### config.mk
export PLATFORM = sky130hd
export DESIGN_NAME = stim_gen
export DESIGN_NICKNAME = d
export VERILOG_FILES = /design/src/rtl/stim_gen.sv
export SDC_FILE = /design/constraint.sdc
export NUM_CORES = 1
export LEC_CHECK = 0
export CAP_MARGIN = 20
export CORE_MARGIN = 2
export CORE_UTILIZATION = 56
export CTS_CLUSTER_SIZE = 28
export DETAILED_ROUTE_END_ITERATION = 8
export PLACE_DENSITY = 0.89
export SLEW_MARGIN = 20
export SYNTH_ARGS = -nofsm -noshare
export SYNTH_HDL_FRONTEND = slang
export SYNTH_SLANG_ARGS = --single-unit
### constraint.sdc
create_clock -name clk -period 9.9 [get_ports clk]
set_input_delay 1.485 -clock clk [delete_from_list [all_inputs] [get_ports clk]]
set_output_delay 1.485 -clock clk [all_outputs]
set_load 0.02 [all_outputs]
### src/rtl/stim_gen.sv
// Operand-pair stimulus source: LFSR, sweep and corner-table patterns with run control.
// Optional STIM_GEN_RESEED_EN adds runtime-loadable LFSR seeds.
module stim_gen #(
    parameter int          WIDTH  = 32,
    parameter logic [31:0] SEED_A = 32'h00000001,
    parameter logic [31:0] SEED_B = 32'h0000ACE1
) (
    input  logic             clk,
    input  logic             reset,
    input  logic             i_start,
    input  logic             i_stop,
    input  logic [1:0]       i_mode,
    input  logic [31:0]      i_num_vec,
`ifdef STIM_GEN_RESEED_EN
    input  logic             i_seed_load,
    input  logic [WIDTH-1:0] i_seed_a,
    input  logic [WIDTH-1:0] i_seed_b,
`endif
    output logic [WIDTH-1:0] o_ia,
    output logic [WIDTH-1:0] o_ib,
    output logic             o_valid,
    output logic             o_busy,
    output logic             o_done,
    output logic [31:0]      o_vec_cnt
);

    typedef enum logic [1:0] {S_IDLE, S_RUN, S_DONE} state_t;

    localparam logic [WIDTH-1:0] TAPS    = WIDTH'(32'h80200003);
    localparam logic [WIDTH-1:0] SEED_A0 = (SEED_A == '0) ? WIDTH'(1) : WIDTH'(SEED_A);
    localparam logic [WIDTH-1:0] SEED_B0 = (SEED_B == '0) ? WIDTH'(1) : WIDTH'(SEED_B);

    state_t           r_state, w_state_nxt;
    logic [1:0]       r_mode;
    logic [31:0]      r_num_vec;
    logic [WIDTH-1:0] r_lfsr_a, r_lfsr_b;
    logic [WIDTH-1:0] r_sweep;
    logic [2:0]       r_cptr;
    logic [WIDTH-1:0] r_ia, r_ib;
    logic             r_valid;
    logic [31:0]      r_vec_cnt;
    logic [WIDTH-1:0] w_seed_a, w_seed_b;
    logic [WIDTH-1:0] w_va, w_vb;
    logic             w_load, w_emit, w_term;

`ifdef STIM_GEN_RESEED_EN
    logic [WIDTH-1:0] r_seed_a, r_seed_b;

    always_ff @(posedge clk or posedge reset) begin
        if (reset) begin
            r_seed_a <= SEED_A0;
            r_seed_b <= SEED_B0;
        end else if (i_seed_load && r_state != S_RUN) begin
            r_seed_a <= (i_seed_a == '0) ? WIDTH'(1) : i_seed_a;
            r_seed_b <= (i_seed_b == '0) ? WIDTH'(1) : i_seed_b;
        end
    end

    assign w_seed_a = r_seed_a;
    assign w_seed_b = r_seed_b;
`else
    assign w_seed_a = SEED_A0;
    assign w_seed_b = SEED_B0;
`endif

    function automatic logic [WIDTH-1:0] lfsr_step(input logic [WIDTH-1:0] s);
        return (s >> 1) ^ (s[0] ? TAPS : '0);
    endfunction

    // Terminal count is evaluated after the last vector is already on the outputs.
    assign w_term = (r_num_vec != '0) && (r_vec_cnt == r_num_vec);

    always_ff @(posedge clk or posedge reset) begin
        if (reset) r_state <= S_IDLE;
        else       r_state <= w_state_nxt;
    end

    always_comb begin
        w_state_nxt = r_state;
        w_load      = 1'b0;
        w_emit      = 1'b0;
        case (r_state)
            S_RUN: begin
                if (i_stop || w_term) w_state_nxt = S_DONE;
                else                  w_emit      = 1'b1;
            end
            default: begin
                if (i_start) begin
                    w_state_nxt = S_RUN;
                    w_load      = 1'b1;
                end
            end
        endcase
    end

    always_comb begin
        w_va = r_lfsr_a;
        w_vb = r_lfsr_b;
        case (r_mode)
            2'b01: begin
                w_va = r_sweep;
                w_vb = ~r_sweep;
            end
            2'b10: begin
                case (r_cptr)
                    3'd0:    begin w_va = 32'h00000000; w_vb = 32'h00000000; end
                    3'd1:    begin w_va = 32'h00000000; w_vb = 32'h00000001; end
                    3'd2:    begin w_va = 32'h00000001; w_vb = 32'h00000000; end
                    3'd3:    begin w_va = 32'hFFFFFFFF; w_vb = 32'h00000001; end
                    3'd4:    begin w_va = 32'h7FFFFFFF; w_vb = 32'h00000001; end
                    3'd5:    begin w_va = 32'h80000000; w_vb = 32'h80000000; end
                    3'd6:    begin w_va = 32'hFFFFFFFF; w_vb = 32'hFFFFFFFF; end
                    default: begin w_va = 32'hAAAAAAAA; w_vb = 32'h55555555; end
                endcase
            end
            default: ;
        endcase
    end

    always_ff @(posedge clk or posedge reset) begin
        if (reset) begin
            r_mode    <= '0;
            r_num_vec <= '0;
            r_lfsr_a  <= SEED_A0;
            r_lfsr_b  <= SEED_B0;
            r_sweep   <= '0;
            r_cptr    <= '0;
            r_ia      <= '0;
            r_ib      <= '0;
            r_valid   <= 1'b0;
            r_vec_cnt <= '0;
        end else if (w_load) begin
            r_mode    <= i_mode;
            r_num_vec <= i_num_vec;
            r_lfsr_a  <= w_seed_a;
            r_lfsr_b  <= w_seed_b;
            r_sweep   <= '0;
            r_cptr    <= '0;
            r_valid   <= 1'b0;
            r_vec_cnt <= '0;
        end else if (w_emit) begin
            r_ia    <= w_va;
            r_ib    <= w_vb;
            r_valid <= 1'b1;
            if (r_vec_cnt != '1) r_vec_cnt <= r_vec_cnt + 32'd1;
            case (r_mode)
                2'b01:   r_sweep <= r_sweep + WIDTH'(1);
                2'b10:   r_cptr  <= r_cptr + 3'd1;
                default: begin
                    r_lfsr_a <= lfsr_step(r_lfsr_a);
                    r_lfsr_b <= lfsr_step(r_lfsr_b);
                end
            endcase
        end else begin
            r_valid <= 1'b0;
        end
    end

    assign o_ia      = r_ia;
    assign o_ib      = r_ib;
    assign o_valid   = r_valid;
    assign o_busy    = (r_state == S_RUN);
    assign o_done    = (r_state == S_DONE);
    assign o_vec_cnt = r_vec_cnt;

endmodule

==> results of run 1 <==
==> cells by family after synthesis <==
group / Yosys count / share of synthesized area, %
buffers and inverters: 116 / 4.07
multiplexers: 23 / 2.01
flip-flops: 232 / 50.6
AND/OR/NAND/NOR: 576 / 22.6
XOR/XNOR: 43 / 3.28
AO/OA/AOI/OAI: 309 / 16.4
adder cells (fa/ha/maj): 10 / 1.09
==> cell type report <==
cell class | count | area [um^2]
repair buffers | 149 | 1480
fillers | 1565 | 6500
inverters | 22 | 95.1
flip-flops and latches | 232 | 5820
well taps | 270 | 338
clock buffers | 37 | 658
multi-input cells | 961 | 5260
clock inverters | 4 | 20.0
==> per-stage QoR <==
stage,area [um^2],std cells,worst slack (ps)
floorplan,11500,1309,2070
global placement,12900,1633,6040
detailed placement,12900,1633,6020
CTS,13600,1674,6150
global route,13700,1675,6060
finish,13700,1675,6120
==> worst max-delay path, delay by kind of cell (launching register included) <==
family / cells / cell delay, ps
DFF: 1 / 360
and+or+nand+nor: 1 / 190
buffers and inverters: 3 / 1220
==> layer usage <==
metal / track usage [%] / vias to the layer above
li1: - / 4730
met1: 39.5 / 4860
met2: 45.7 / 538
met5: 0 / -
met3: 5.40 / 93
met4: 9.71 / 0
==> placed cells by master, fill, tap and decap left out, drive strengths merged, types with 6 or more instances in the layout <==
master	count
a211o	12
a21oi	48
a31oi	7
and3	23
and4	7
buf	13
clkbuf	37
clkdlybuf4s50	136
dfrtp	223
dfstp	9
ha	10
inv	21
mux2i	22
nand2	319
nand2b	15
nand3	40
nand4	24
nor2	73
nor3	21
nor4	25
o211ai	7
o21ai	144
o22ai	17
o311ai	6
o31ai	40
or4	9
xor2	38
==> where the power goes <==
part | switching (mW) | total (mW) | leakage (nW) | internal (mW)
Clock | 0.364 | 0.818 | 0.334 | 0.453
Combinational | 1.05 | 1.63 | 2.69 | 0.574
Sequential | 0.205 | 1.40 | 3.06 | 1.20
Total | 1.62 | 3.85 | 6.09 | 2.22
==> worst max path at each step <==
stage / start / end / slack, ps
finish: r_state[1] / o_busy / 6120
global route: r_state[1] / o_busy / 6060
CTS: r_state[1] / o_busy / 6150
detailed placement: reset / o_ia[18] / 6020
global placement: reset / o_ia[18] / 6040
floorplan: reset / o_ia[0] / 2070
==> flip-flops by register name (all words and copies together) (netlist names) <==
register / flops
r_sweep: 32
o_ib: 32
r_lfsr_a: 32
r_cptr: 3
r_mode: 2
r_state: 2
o_valid: 1
o_vec_cnt: 32
o_ia: 32
r_num_vec: 32
r_lfsr_b: 32
==> cell usage after synthesis, drive strengths merged, types with 23 or more instances <==
library cell,count
nand2,319
dfrtp,223
o21ai,144
nor2,73
clkbuf,71
a21oi,48
nand3,40
o31ai,40
xor2,38
nor4,25
nand4,24
and3,23
buf,23
==> out/summary.md, run 1 <==
- 264 MHz — maximum clock frequency
- no — RSZ-0062 raised after global routing
- 0 — total of cells resized after clock tree synthesis
- 0 — CTS hold repair buffers
- 67.8% — share of the core filled with cells
- 1357 — number of nets in the synthesized netlist
- r_lfsr_b[11] — launch point of the worst hold path
- 0 — Antenna Diode Count
- 20200 um^2 — placeable core region
- 0 — number of synthesized flops with an enable pin
- 6 — total iterations of the first detailed-routing run
- 6.09 nW — leakage component of the power
- sky130_fd_sc_hd__clkbuf_16 — root cell of the clock tree
- 0 ps — Fin Setup TNS
- 8.78 um^2 — average footprint of a synthesized cell
- 136 — count of input and output buffers
- 30900 um — routed wire length
- 0 — buffers inserted by post-CTS timing repair
- 57.0% — Initial Utilization
- 232 — synthesized flop and latch total
- 60 ps — clock-pin slew on the worst setup and hold paths
- 18.4 um — routed length per placed instance
- 137 — number of ports placed on the die boundary
- 5.05% — share of cells above drive strength 1
- flop — category of the worst setup path launch point
- 0 — number of violations of the max-capacitance limit
- 1 — CTS H-tree lvls
- 6.10 — DR vias/cell
- 0 — number of failing hold endpoints at the final stage
- 48.5% — area share of the largest cell type after synthesis
- 28.8 ps — Clock Skews
- 21700 um^2 — die area
- r_cptr[1] — destination of the worst register-to-register timing path
- 20100 um — Final HPWL DP
- 0 — Setup-failing EPs final
- 1437 — layout net count
- 0.941 — gpl congestion
- 2940 um — total met3 wirelength after detailed routing
- 2 — hold path cells
- 0 — number of antenna violations at the first check in global routing
- flop to flop — class of the worst hold path
- 34.8% — headroom to the max-slew limit
- inv_1 -> nand2_1 -> inv_1 -> clkdlybuf4s50_1 — critical-path cell list
- 12500 um — Met1 Wirelength
- 6680 ps — register-to-register setup slack
- 2300 ps — arrival time reported for the critical path endpoint
- 281 nW/um^2 — PD cells
- 50.6% — post-synthesis sequential area ratio
- r_lfsr_b[10] — worst min-delay path endpoint
- sky130_fd_sc_hd__inv_1 — Most Frequent Cell on Critical Path
- 0 — number of max-slew violations in the final report
- 700 ps — largest stage delay on the critical path
- 23 — total clock buffers created by CTS
- 151 — maximum number of pins on one net before global-route repair
- output port — CP endpoint kind
- 50400 um — wire length of the first global-routing pass
- 1259 — initial detailed-routing violation count
- sky130_fd_sc_hd__dfrtp_1 — main flop type after synthesis
- 10.2k — vias post-DR
- 232 — # clock sinks
- o_vec_cnt[25] — launching point of the worst reg2reg path
- met4 — highest metal layer with signal wires
- 9690 — via count of the first global-routing pass
- flop to output port — WS Path Type
- 530 ps — latest clock arrival within the worst-skew pair
- 3.85 mW — overall power consumption
- 100% — async set-reset flop share out of synthesis
- 0 — yosys synthesis warning count
- 28.5% — GR Util All Layers
- 0 — remaining antenna violation count after routing
- 38.2% — final clock period utilization by the worst path
- 52 — cell row count
- 147 um — die extent in x
- 1309 — post-synthesis instance total
- sky130_fd_sc_hd__dfrtp_1 — cell taking the most area after synthesis
- 8420 ps — data required time of the critical path
- 3 — deepest clock path buffer count
- finished clean — status
- 11500 um^2 — summed instance area of the synthesized netlist
- 0.000224 V — worst vdd rail ir drop
- 3780 ps — shortest period the worst path allows
- 18.9% — Area Growth Syn to Fin
- 8 — number of cells on the worst reg-to-reg path
- 14400 um — met2 wire length
- 978 ps — worst-margin pin slew
- done — CTS tree
- 470 ps — worst hold margin
- 8 — top fanout value on the critical path
- 0 — total gr overflow
- 57 — Cell variety after synth
- sky130_fd_sc_hd__clkdlybuf4s50_1 — cell with the biggest individual delay on the critical path
- 147 um — vertical die dimension
- 0 — Post-route DRC
- sky130_fd_sc_hd__dfrtp_1 49%, sky130_fd_sc_hd__nand2_1 10%, sky130_fd_sc_hd__o21ai_0 5.8% — dominant cells by area after synthesis
(Power assumes the default switching activity.)
==> inputs of run 2 (changes only) <==
Settings changed: CORE_UTILIZATION 56 to 51, PLACE_DENSITY 0.89 to 0.86.
Clock period 9.9 ns to 3.41 ns, I/O delays scaled along.
==> run 2 against run 1 <==
Net effect:
- combinational power increased to 3.0 times the previous value
- global-route usage fell by 1.8 points
- critical endpoint is now r_sweep[4]
- clock skew down 18 ps
- sequential share of layout area is 0.80 points lower
- highest routed layer unchanged
==> out/summary.md, run 2 (synthesized netlist as in run 1, its figures left out) <==
- 6.21% — share of cells above drive strength 1
- 0 — number of antenna violations at the first check in global routing
- 835 nW/um^2 — PD cells
- 951 — initial detailed-routing violation count
- 1450 — layout net count
- 571 ps — Worst Slack Setup Final
- flop — CP endpoint kind
- 83.3% — final clock period utilization by the worst path
- 0 — worst path buffer plus inverter count
- 5 — total iterations of the first detailed-routing run
- 21.2% — Area Growth Syn to Fin
- 13900 um^2 — post-layout instance area
- done — CTS tree
- 0 — total gr overflow
- 41.6% — switching part of the total
- 3 — deepest clock path buffer count
- 570 ps — register-to-register setup slack
- 33 — top fanout value on the critical path
- 0 — buffers inserted by post-CTS timing repair
- 0 — Post-route DRC
- 1743 — fillers
- 1698 — non-filler cells in the finished layout
- 54 — cell row count
- 0 — total of cells resized after clock tree synthesis
- 684 ps — worst setup slack after placement
- 660 ps — largest stage delay on the critical path
- primary input to async pin — class of the worst hold path
- 530 ps — latest clock arrival within the worst-skew pair
- o_vec_cnt[25] — launch point of the worst path
- simple AND/OR/NAND/NOR gates — cell family with the largest share of critical-path delay
- 41.5% — combinational power share
- o_vec_cnt[25] — launching point of the worst reg2reg path
- 31700 um — routed wire length
- 6.10 — DR vias/cell
- 52.4% — Initial Utilization
- 10.6 ps — Clock Skews
- 1 — CTS H-tree lvls
- 115 — maximum number of pins on one net before global-route repair
- 35.1% — sequential power share
- 9959 — via count of the first global-routing pass
- 5820 um^2 — combined flip-flop and latch cell area
- 6 — number of cells on the worst reg-to-reg path
- 0 — Setup-failing EPs final
- 26.8% — GR Util All Layers
- 318 x sky130_fd_sc_hd__nand2_1, 223 x sky130_fd_sc_hd__dfrtp_1, 136 x sky130_fd_sc_hd__clkdlybuf4s50_1, 134 x sky130_fd_sc_hd__o21ai_0, 72 x sky130_fd_sc_hd__nor2_1 — commonest non-fill, non-tap cells in the layout
- 6.21 nW — leakage component of the power
- sky130_fd_sc_hd__nand2_1 — most frequent standard cell in the layout excluding fill and tap cells
- 25 — total clock buffers created by CTS
- 13100 um^2 — Area after DPL
- no — RSZ-0062 raised after global routing
- 0 ps — Fin Setup TNS
- 2840 ps — shortest period the worst path allows
- 0 — number of failing hold endpoints at the final stage
- 22000 um^2 — placeable core region
- xor2_1 -> nor4_1 -> and4_1 -> a31o_2 -> nand2_1 -> o21ai_0 — critical-path cell list
- 154 um — die extent in x
- 0 — number of violations of the max-capacitance limit
- 10.4k — vias post-DR
- 0 — remaining antenna violation count after routing
- 154 um — vertical die dimension
- flop — category of the worst setup path launch point
- 52000 um — wire length of the first global-routing pass
- 0.926 — gpl congestion
- 5250 um^2 — area of the multi-input gates
- 6.79 mW — Internal Dissipation
- sky130_fd_sc_hd__a31o_2 — cell with the biggest individual delay on the critical path
- 23800 um^2 — die area
- 848 ps — worst-margin pin slew
- 3840 ps — data required time of the critical path
- sky130_fd_sc_hd__clkbuf_16 — root cell of the clock tree
- 232 — # clock sinks
- 34.8% — met1 Use GR
- 4.84 mW — Net Sw Power
- 23.4% — part of the power in the clock network
- 352 MHz — maximum clock frequency
- 0 — Antenna Diode Count
- 60 ps — clock-pin slew on the worst setup and hold paths
- 43.4% — headroom to the max-slew limit
- 1655 — number of placed instances, taps included
- 21100 um — Final HPWL DP
- 44.6% — met2 Use GR
- 246 ps — worst hold margin
- finished clean — status
- r_sweep[4] — destination of the worst register-to-register timing path
- 5.55% — grt met3 use
- 18.7 um — routed length per placed instance
- flop to flop — WS Path Type
- 3270 ps — arrival time reported for the critical path endpoint
- 0 — CTS hold repair buffers
- 0 — number of max-slew violations in the final report
- 136 — count of input and output buffers
- met2 — global route hottest layer
- 0.000526 V — worst vdd rail ir drop
- 11.6 mW — overall power consumption
- 137 — number of ports placed on the die boundary
- 63.5% — share of the core filled with cells
[run 2: layout make-up]
cell class / count / area share, %
sequential: 232 / 41.7
clock buffer: 35 / 5.12
timing repair buffer: 160 / 11.6
tap: 280 / 2.51
clock inverter: 8 / 0.727
multi-input combinational: 961 / 37.7
inverter: 22 / 0.620
[run 2: routing by layer]
layer  up-vias  share of wire [%]
met5         -                  0
met4         0                3.8
met3       104                8.4
met2       517                 48
met1      4987                 40
li1       4753                  -
[run 2: how the worst max path moves through the flow]
stage | end | cells after the start
floorplan | o_ia[0] | 1
global placement | r_sweep[27] | 6
detailed placement | r_sweep[18] | 6
CTS | o_busy | 4
global route | r_sweep[4] | 6
finish | r_sweep[4] | 6
[run 2: worst register-to-register path, stage by stage, from the launching register on]
cell                      delay (ps)
sky130_fd_sc_hd__dfrtp_1         490
sky130_fd_sc_hd__xor2_1          210
sky130_fd_sc_hd__nor4_1          400
sky130_fd_sc_hd__and4_1          420
sky130_fd_sc_hd__a31o_2          670
sky130_fd_sc_hd__nand2_1         270
sky130_fd_sc_hd__o21ai_0         280
[run 2: power groups by stage]
| stage | Combinational, mW | Sequential [mW] | Clock [mW] |
|---|---|---|---|
| 5_1_grt | 5.29 | 4.17 | 2.84 |
| 4_1_cts | 4.81 | 4.08 | 2.73 |
| 6_report | 4.83 | 4.08 | 2.72 |
| 3_5_place_dp | 4.78 | 4.11 | 0 |
| 2_1_floorplan | 2.69 | 4.31 | 0 |
| 3_3_place_gp | 4.68 | 4.09 | 0 |
==> variant: new RTL, flow settings as in run 1 <==
The parameter `WIDTH` goes from 32 to 48.
--- a/src/rtl/stim_gen.sv
+++ b/src/rtl/stim_gen.sv
@@ -1,7 +1,7 @@
 // Operand-pair stimulus source: LFSR, sweep and corner-table patterns with run control.
 // Optional STIM_GEN_RESEED_EN adds runtime-loadable LFSR seeds.
 module stim_gen #(
-    parameter int          WIDTH  = 32,
+    parameter int          WIDTH  = 48,
     parameter logic [31:0] SEED_A = 32'h00000001,
     parameter logic [31:0] SEED_B = 32'h0000ACE1
 ) (
Interface: changed (resized o_ia and o_ib); port bits go from 137 to 169. The function was not compared with the original's and may differ.
==> variant against run 1 <==
  * Die area rose by 19%
  * First-iteration DRC count rose by 24%
  * Worst hold slack gained 0.0076 ns
  * Setup slack got worse by 0.80 ns
  * Utilization barely moved
  * Cell area up 20%
  * Synthesized cell count grew 15%
  * Area after synthesis up 20%
  * Power rose by 6.0%
  * Sequential cell count increased by 48
  * Wire length increased by 16%
  * Global-route usage is 0.80 points lower
  * Critical path type is now flop to flop
  * Largest cell class unchanged
  * Highest routed layer unchanged
==> variant: results (changes against run 1) <==
* Netlist cell types at 65 (was 57)
* FF-to-FF End: o_vec_cnt[17]$_DFFE_PP0P_ (was r_cptr[1]$_DFFE_PP0P_)
* Syn_nets at 1,546 (was 1,357)
* Yosys Warn Count at 0 (unchanged)
* Port buffer count at 168 (was 136)
* Initial drt markers at 1,557 (was 1,259)
* Routed wire length at 35.8 mm (was 30.9 mm)
* Hold slack final at 0.478 ns (was 0.470 ns)
* Crit-path max FO at 113 (was 8)
* Top post-synthesis cells by area: dfrtp_1, nand2_1, o21ai_0, nand3_1, xor2_1 (was dfrtp_1, nand2_1, o21ai_0, xor2_1, o31ai_1)
* Seq/Total Area, Yosys at 51.0% (was 50.6%)
* Worst hold endpoint: o_ib[39]$_DFFE_PP0P_ (was r_lfsr_b[10]$_DFFE_PP1P_)
* Max-Slew Margin vs Limit at 27.5% (was 34.8%)
* Post-synth top cells: dfrtp_1, nand2_1, o21ai_0, nand3_1, nor2_1 (was nand2_1, dfrtp_1, o21ai_0, nor2_1, clkbuf_1)
* Top cell type's share of synthesized area at 49.3% (was 48.5%)
* Vias after detailed routing at 12,000 (was 10,200)
* Largest net degree at the start of global routing at 152 (was 151)
* Status: finished, final reports clean (unchanged)
* Cts bufs inserted at 28 (was 23)
* Hpwl dp at 22.9 mm (was 20.1 mm)
* Fraction of layout cells with a size suffix above 1 at 6.20% (was 5.05%)
* Clock skew at 0.0144 ns (was 0.0288 ns)
* Vias in the first global route at 11,300 (was 9,690)
* Pleak at 7.30 nW (was 6.09 nW)
* CP max stage delay at 0.86 ns (was 0.70 ns)
* Maximum vdd drop at 228 uV (was 224 uV)
* RePlAce Congestion at 0.906 (was 0.941)
variant: cell count changes after synthesis, sizes merged, moves of 16 or more:
| cell | run 1 | this run |
|---|---|---|
| inv | 22 | 66 |
| a211oi | 3 | 29 |
| a221oi | 0 | 30 |
| buf | 23 | 44 |
| a21oi | 48 | 22 |
| o22ai | 17 | 0 |
| nand2 | 319 | 268 |
| nor3 | 21 | 37 |
| dfrtp | 223 | 271 |
| nand3 | 40 | 102 |
variant: logic make-up after synthesis:
group                      synth area share [%]
AOI/OAI and AO/OA                          15.7
xor gates and xnor gates                   2.93
adders and majority gates                 0.819
buffers and inverters                      6.00
DFF                                        51.0
muxes                                      1.76
and+or+nand+nor                            21.7
variant: metrics by stage:
| stage | total power, W | instances | util (%) | setup WS [ns] | cell area (um^2) |
|---|---|---|---|---|---|
| after CTS | 0.00406 | 1935 | 67.6 | 5.31 | 16400 |
| after detailed placement | 0.00296 | 1884 | 63.7 | 4.88 | 15400 |
| final | 0.00408 | 1936 | 67.8 | 5.32 | 16400 |
| after global routing | 0.00430 | 1936 | 67.8 | 4.95 | 16400 |
| after global placement | 0.00290 | 1884 | 63.7 | 4.98 | 15400 |
| after floorplan | 0.00245 | 1499 | - | 0.708 | 13800 |
variant: how the worst max path moves through the flow:
stage,start,endpoint,slack (ns),depth (start not counted)
final,o_vec_cnt[25]$_DFFE_PP0P_,o_vec_cnt[17]$_DFFE_PP0P_,5.32,9
after detailed placement,i_stop,o_vec_cnt[17]$_DFFE_PP0P_,4.88,8
after CTS,o_vec_cnt[16]$_DFFE_PP0P_,o_vec_cnt[17]$_DFFE_PP0P_,5.31,9
after floorplan,reset,o_ia[0]$_DFFE_PP0P_,0.71,1
after global routing,o_vec_cnt[18]$_DFFE_PP0P_,o_vec_cnt[17]$_DFFE_PP0P_,4.95,9
after global placement,i_stop,o_vec_cnt[17]$_DFFE_PP0P_,4.98,8
variant: area by class of cell:
cell class              instances  area (um^2)
clock buffers                  41          831
clock inverters                10          134
fillers                      1774         7820
inverters                      66          260
multi-input cells            1031         5970
flip-flops and latches        280         7020
well taps                     324          405
repair buffers                184         1810
variant: power by group:
group | internal (W) | switching, W
clock network | 0.000659 | 0.000441
logic | 0.000472 | 0.000918
registers | 0.00138 | 0.000203
variant: per-layer routing:
metal	share of wire (%)	wire, um	track usage, %	vias to the layer above
met1	41	14800	39.5	5785
met5	0	0	0	-
li1	-	-	-	5472
met3	9.2	3280	5.86	107
met2	45	16200	41.9	623
met4	4.0	1420	11.3	0
variant: worst max-delay path, delay by kind of cell, from the launching register on:
family	cells	cell delay (ns)
buffers and inverters	3	1.98
AND/OR/NAND/NOR	4	1.36
flip-flops	1	0.51
AO/OA/AOI/OAI	1	0.34
XOR/XNOR	1	0.20
